## config.mk

```make
export PLATFORM = sky130hd
export DESIGN_NAME = regfile_writeback
export DESIGN_NICKNAME = d
export VERILOG_FILES = /design/src/rtl/regfile_writeback.sv
export SDC_FILE = /design/constraint.sdc
export NUM_CORES = 1
export LEC_CHECK = 0
export CAP_MARGIN = 30
export CORE_MARGIN = 4
export CORE_UTILIZATION = 57
export CTS_CLUSTER_DIAMETER = 150
export DETAILED_ROUTE_END_ITERATION = 10
export PLACE_DENSITY_LB_ADDON = 0.25
export SETUP_SLACK_MARGIN = 0.2
export SLEW_MARGIN = 10
export SYNTH_ARGS = -nofsm -noshare
export SYNTH_HDL_FRONTEND = slang
export SYNTH_SLANG_ARGS = --single-unit
```

## constraint.sdc

```tcl
create_clock -name clk -period 6.5 [get_ports clk]
set_input_delay 0.975 -clock clk [delete_from_list [all_inputs] [get_ports clk]]
set_output_delay 0.975 -clock clk [all_outputs]
set_load 0.01 [all_outputs]
```

## src/rtl/regfile_writeback.sv

```systemverilog
// Write-side front end for the 32-entry register file: arbitrates ALU/load results
// into an in-order queue, drains one entry per cycle, and bypasses queued data to reads.
module regfile_writeback #(
  parameter int REG_WIDTH = 32,
  parameter int DEPTH     = 4,
  localparam int PW       = $clog2(DEPTH),
  localparam int CW       = PW + 1
) (
  input  logic                 clk,
  input  logic                 rst,
  input  logic                 alu_valid,
  output logic                 alu_ready,
  input  logic [4:0]           alu_rd,
  input  logic [REG_WIDTH-1:0] alu_data,
  input  logic                 ld_valid,
  output logic                 ld_ready,
  input  logic [4:0]           ld_rd,
  input  logic [REG_WIDTH-1:0] ld_data,
  input  logic                 hold,
  output logic [4:0]           wr_addr,
  output logic [REG_WIDTH-1:0] wr_data,
  output logic                 wr_ena,
  input  logic [4:0]           rd_addr0,
  input  logic [4:0]           rd_addr1,
  input  logic [REG_WIDTH-1:0] rf_data0,
  input  logic [REG_WIDTH-1:0] rf_data1,
  output logic [REG_WIDTH-1:0] fwd_data0,
  output logic [REG_WIDTH-1:0] fwd_data1,
  output logic [CW-1:0]        count
);

  // Handshake: a result transfers on a cycle where valid && ready at the rising edge.
  // Readies depend only on occupancy and alu_valid, never on the pop this cycle.

  logic [4:0]           r_rd   [DEPTH];
  logic [REG_WIDTH-1:0] r_data [DEPTH];
  logic [PW-1:0]        r_wptr;
  logic [PW-1:0]        r_rptr;
  logic [CW-1:0]        r_count;

  logic                 w_full;
  logic                 w_alu_fire;
  logic                 w_ld_fire;
  logic                 w_push;
  logic                 w_pop;
  logic [4:0]           w_push_rd;
  logic [REG_WIDTH-1:0] w_push_data;

  assign w_full     = (r_count == CW'(DEPTH));
  assign alu_ready  = !w_full;
  assign ld_ready   = !w_full && !alu_valid;
  assign w_alu_fire = alu_valid && alu_ready;
  assign w_ld_fire  = ld_valid && ld_ready;

  always_comb begin
    w_push_rd   = ld_rd;
    w_push_data = ld_data;
    if (w_alu_fire) begin
      w_push_rd   = alu_rd;
      w_push_data = alu_data;
    end
  end

  // x0 results complete the handshake but never occupy a slot.
  assign w_push = (w_alu_fire || w_ld_fire) && (w_push_rd != 5'd0);
  assign w_pop  = (r_count != '0) && !hold;

  assign wr_ena  = w_pop;
  assign wr_addr = r_rd[r_rptr];
  assign wr_data = r_data[r_rptr];
  assign count   = r_count;

  always_ff @(posedge clk or negedge rst) begin
    if (!rst) begin
      r_wptr  <= '0;
      r_rptr  <= '0;
      r_count <= '0;
      for (int i = 0; i < DEPTH; i++) begin
        r_rd[i]   <= '0;
        r_data[i] <= '0;
      end
    end else begin
      if (w_push) begin
        r_rd[r_wptr]   <= w_push_rd;
        r_data[r_wptr] <= w_push_data;
        r_wptr         <= r_wptr + PW'(1);
      end
      if (w_pop) begin
        r_rptr <= r_rptr + PW'(1);
      end
      if (w_push && !w_pop) begin
        r_count <= r_count + CW'(1);
      end else if (w_pop && !w_push) begin
        r_count <= r_count - CW'(1);
      end
    end
  end

  // Scan from head (oldest) to tail so the youngest match overrides older ones;
  // the head being written this cycle still counts as a live entry.
  function automatic logic [REG_WIDTH-1:0] f_bypass(
    input logic [4:0]           addr,
    input logic [REG_WIDTH-1:0] rf
  );
    logic [REG_WIDTH-1:0] res;
    logic [PW-1:0]        idx;
    res = rf;
    for (int i = 0; i < DEPTH; i++) begin
      idx = r_rptr + PW'(i);
      if ((CW'(i) < r_count) && (r_rd[idx] == addr)) begin
        res = r_data[idx];
      end
    end
    if (addr == 5'd0) begin
      res = '0;
    end
    return res;
  endfunction

  assign fwd_data0 = f_bypass(rd_addr0, rf_data0);
  assign fwd_data1 = f_bypass(rd_addr1, rf_data1);

endmodule

```

==> run_results.csv <==
group,metric,value,unit
yosys,post_synth_num_cell_types,32,
yosys,most_instantiated_flip_flop_cell_in_the_synthesis_netlist,"dfrtp_1",
grt,wire_length_of_the_first_global_routing_pass,67.9,mm
power,vdd_ir_drop_max,0.327,mV
timing,post-route-min-period,5.54,ns
power,clockPowerShare,0.115,
placed_design,replace_congestion,0.892,
power,power.net_switching,0.00473,W
run_status,outcome,"finished, final reports clean",
power,power.density_cell_area,606,nW/um^2
cells_and_area,final_nets,1833,
cells_and_area,final_layout_size_suffix_gt1_frac,0.0832,
grt,number_of_antenna_violations_at_the_first_check_in_global_routing,2,
clocking,cts_root_buf,"clkbuf_16",
critical_path,cp_data_required_time,5.52,ns
timing,finalMaxSlewViolations,0,
critical_path,cpLargestDelayFamily,"buffers and inverters",
timing,rsz0062_at_grt,"no",
detailed_routing,detail-route-antenna-nets,0,
timing,finalHoldViolations,0,
clocking,clkSlewWorstSetupHoldPaths,0.06,ns
detailed_routing,drt-pass1-iter-count,9,
yosys,sequential_area_share_after_synthesis,0.305,
placed_design,placed_cell_area,15400,um^2
yosys,post_synth.cell_area_avg,8.39,um^2
yosys,synth_top_cells_by_area,"dfrtp_1 31%, mux2i_1 16%, o21ai_0 9.7%",
power,seqPwrFrac,0.196,
grt,grt_pass1_vias,13300,
detailed_routing,vias_per_cell,6.82,
grt,grt_start_max_net_pins,83,
grt,overflow,0,
yosys,netlist_instances,1514,
run,max_capacitance_violation_count,0,
critical_path,cp-start-kind,"register",
yosys,synth_edf_count,0,
detailed_routing,routed_wl,43.5,mm
timing,post_route_clock_period_utilization,0.853,
placed_design,numPortBuffers,259,
yosys,syn_area,12700,um^2
power,power.internal,0.00502,W
timing,worst_pin_slew,1.06,ns
timing,clock-skew-final,0.0103,ns
critical_path,critical-path-max-stage-delay,0.65,ns
cells_and_area,design_area,16100,um^2
power,power_frac_comb,0.688,
detailed_routing,drt-wirelength-per-cell,22.1,um
power,p_leak,6.54,nW
worst_hold_path,hp-class,"register to register",
timing,max-slew-margin-rel,0.294,
critical_path,cp_data_arrival_time,4.57,ns
clocking,numClockSinks,155,
clocking,cts_max_path_buffers,2,
floorplan,dieArea,24700,um^2
grt,overall_routing_resource_usage,0.340,
clocking,cts_tree,"yes",
yosys,synth.largest_area_cell,"dfrtp_1",
clocking,cts_buffers,17,
floorplan,initial_core_util,0.581,
yosys,async_flop_share,1.00,
critical_path,worst-path-buf-inv,4,
timing,setup_violations,0,
clocking,clock_insertion_delay_worst_skew,0.43,ns
critical_path,library_cell_appearing_most_often_on_the_critical_path,"buf_4",
critical_path,criticalPathCategory,"register to primary output",
critical_path,worstPathMaxFanout,50,
floorplan,num_rows,54,
yosys,post-synth-top-count-cell,"o21ai_0",
detailed_routing,detailed_router_s_first_iteration_violation_count,1458,
yosys,postSynthRegisterBits,155,
clocking,post_cts.repair.setup_buffers,0,
floorplan,die-height,157,um
clocking,cts-htree-levels,4,
power,post-layout-total-power,0.00976,W
cells_and_area,area_growth_syn_to_layout,26.7,%
critical_path,timing.critical_path.cells,"buf_4 > inv_4 > buf_4 > mux2i_1 > nand2_1 > or3_1 > a311o_1 > a221oi_1 > clkdlybuf4s50_1",
yosys,synth_top_cells_by_count,"247 x o21ai_0, 218 x nand2_1, 198 x mux2i_1, 155 x dfrtp_1, 132 x clkbuf_1",
critical_path,worstSetupEndpointType,"primary output",
clocking,post_cts_hold_buffer_count,0,
floorplan,core_area,21900,um^2
floorplan,floorplan.io_pins,260,
yosys,synthesis.yosys.warnings,0,
placed_design,placedCellCount,1929,
yosys,synth_largest_type_area_fraction,0.305,
critical_path,crit_slowest_cell,"dfrtp_4",
clocking,cts_resized,0,
cells_and_area,finalNonFillerCells,1965,
power,netSwitchingFraction,0.485,
yosys,synth.net_count,1676,
timing,totalNegativeSetupSlack,0,ns
timing,max_clock_freq,180,MHz
floorplan,dieWidth,157,um
detailed_routing,vias,13400,
placed_design,hpwlAfterDp,29.2,mm
detailed_routing,drcViolationCount,0,
[stage by stage]
stage | hold slack (ns) | utilization | worst slack [ns]
2_1_floorplan | 0.465 | - | 2.66
3_3_place_gp | 0.479 | 0.701 | 1.41
3_5_place_dp | 0.488 | 0.701 | 1.34
4_1_cts | 0.502 | 0.732 | 0.998
5_1_grt | 0.530 | 0.735 | 0.757
6_report | 0.501 | 0.735 | 0.955
[area by class of cell]
| type | instances | area, um^2 |
|---|---|---|
| timing repair buffer | 300 | 2950 |
| tap | 280 | 350 |
| multi-input combinational | 1189 | 8210 |
| sequential | 155 | 3890 |
| antenna | 3 | 7.51 |
| inverter | 8 | 32.5 |
| clock inverter | 12 | 221 |
| fill | 1677 | 5790 |
| clock buffer | 18 | 439 |
[flip-flops by register name, indices dropped and copies added (netlist names)]
name	count
count	3
r_wptr	2
r_rptr	2
r_rd	20
r_data	128
[worst register-to-register path, delay by kind of cell (launching register included)]
family | cells | cell delay (ns)
AOI/OAI and AO/OA | 2 | 0.73
xor gates and xnor gates | 1 | 0.12
adders and majority gates | 2 | 0.54
buffers and inverters | 3 | 0.47
DFF | 1 | 0.48
muxes | 2 | 0.66
and+or+nand+nor | 2 | 0.38
[layout by cell type (no fill, tap or decap), drive strengths merged, types with 18 or more instances in the layout]
cell type / instances
nand2: 218
nor2: 36
xnor2: 38
buf: 42
clkdlybuf4s50: 258
or3: 64
mux2i: 198
mux4: 20
dfrtp: 155
clkbuf: 18
a21oi: 99
nor3: 68
o21ai: 247
a221oi: 63
mux2: 34
a311o: 63
[logic make-up (layout without fill, tap and decap cells)]
family,after synthesis,in the layout,share of synthesized area
AO/OA/AOI/OAI,482,482,0.235
XOR/XNOR,46,46,0.0317
adder cells (fa/ha/maj),9,9,0.00886
buffers and inverters,170,338,0.0554
flip-flops,155,155,0.305
multiplexers,252,252,0.222
other,0,3,0
AND/OR/NAND/NOR,400,400,0.142
[path summary, 6_finish.rpt]
path	slack [ns]	endpoint	from	cells past startpoint
max in group asynchronous	4.83	r_data[50]$_DFFE_PN0P_	rst	3
min reg2reg	0.50	r_data[76]$_DFFE_PN0P_	r_data[76]$_DFFE_PN0P_	2
max	0.96	fwd_data0[17]	r_rptr[0]$_DFFE_PN0P_	9
max reg2reg	3.01	count[2]$_DFFE_PN0P_	count[0]$_DFFE_PN0P_	12
min in group asynchronous	0.56	count[1]$_DFFE_PN0P_	rst	1
min	0.50	r_data[76]$_DFFE_PN0P_	r_data[76]$_DFFE_PN0P_	2
[power by group through the flow]
| stage | Clock, W | Combinational, W | Sequential (W) |
|---|---|---|---|
| after global placement | 0 | 0.00634 | 0.00185 |
| after CTS | 0.00113 | 0.00657 | 0.00190 |
| final | 0.00113 | 0.00672 | 0.00191 |
| after global routing | 0.00117 | 0.00719 | 0.00198 |
| after detailed placement | 0 | 0.00651 | 0.00189 |
| after floorplan | 0 | 0.00432 | 0.00172 |
[routing by layer]
layer	up-vias	part of all wire	global-route usage
met4	2	0.047	0.168
met3	213	0.12	0.0797
met5	-	0.00030	0
met1	6252	0.37	0.429
li1	5948	-	-
met2	994	0.46	0.552
Note: power is estimated with default switching activity, not from simulation.
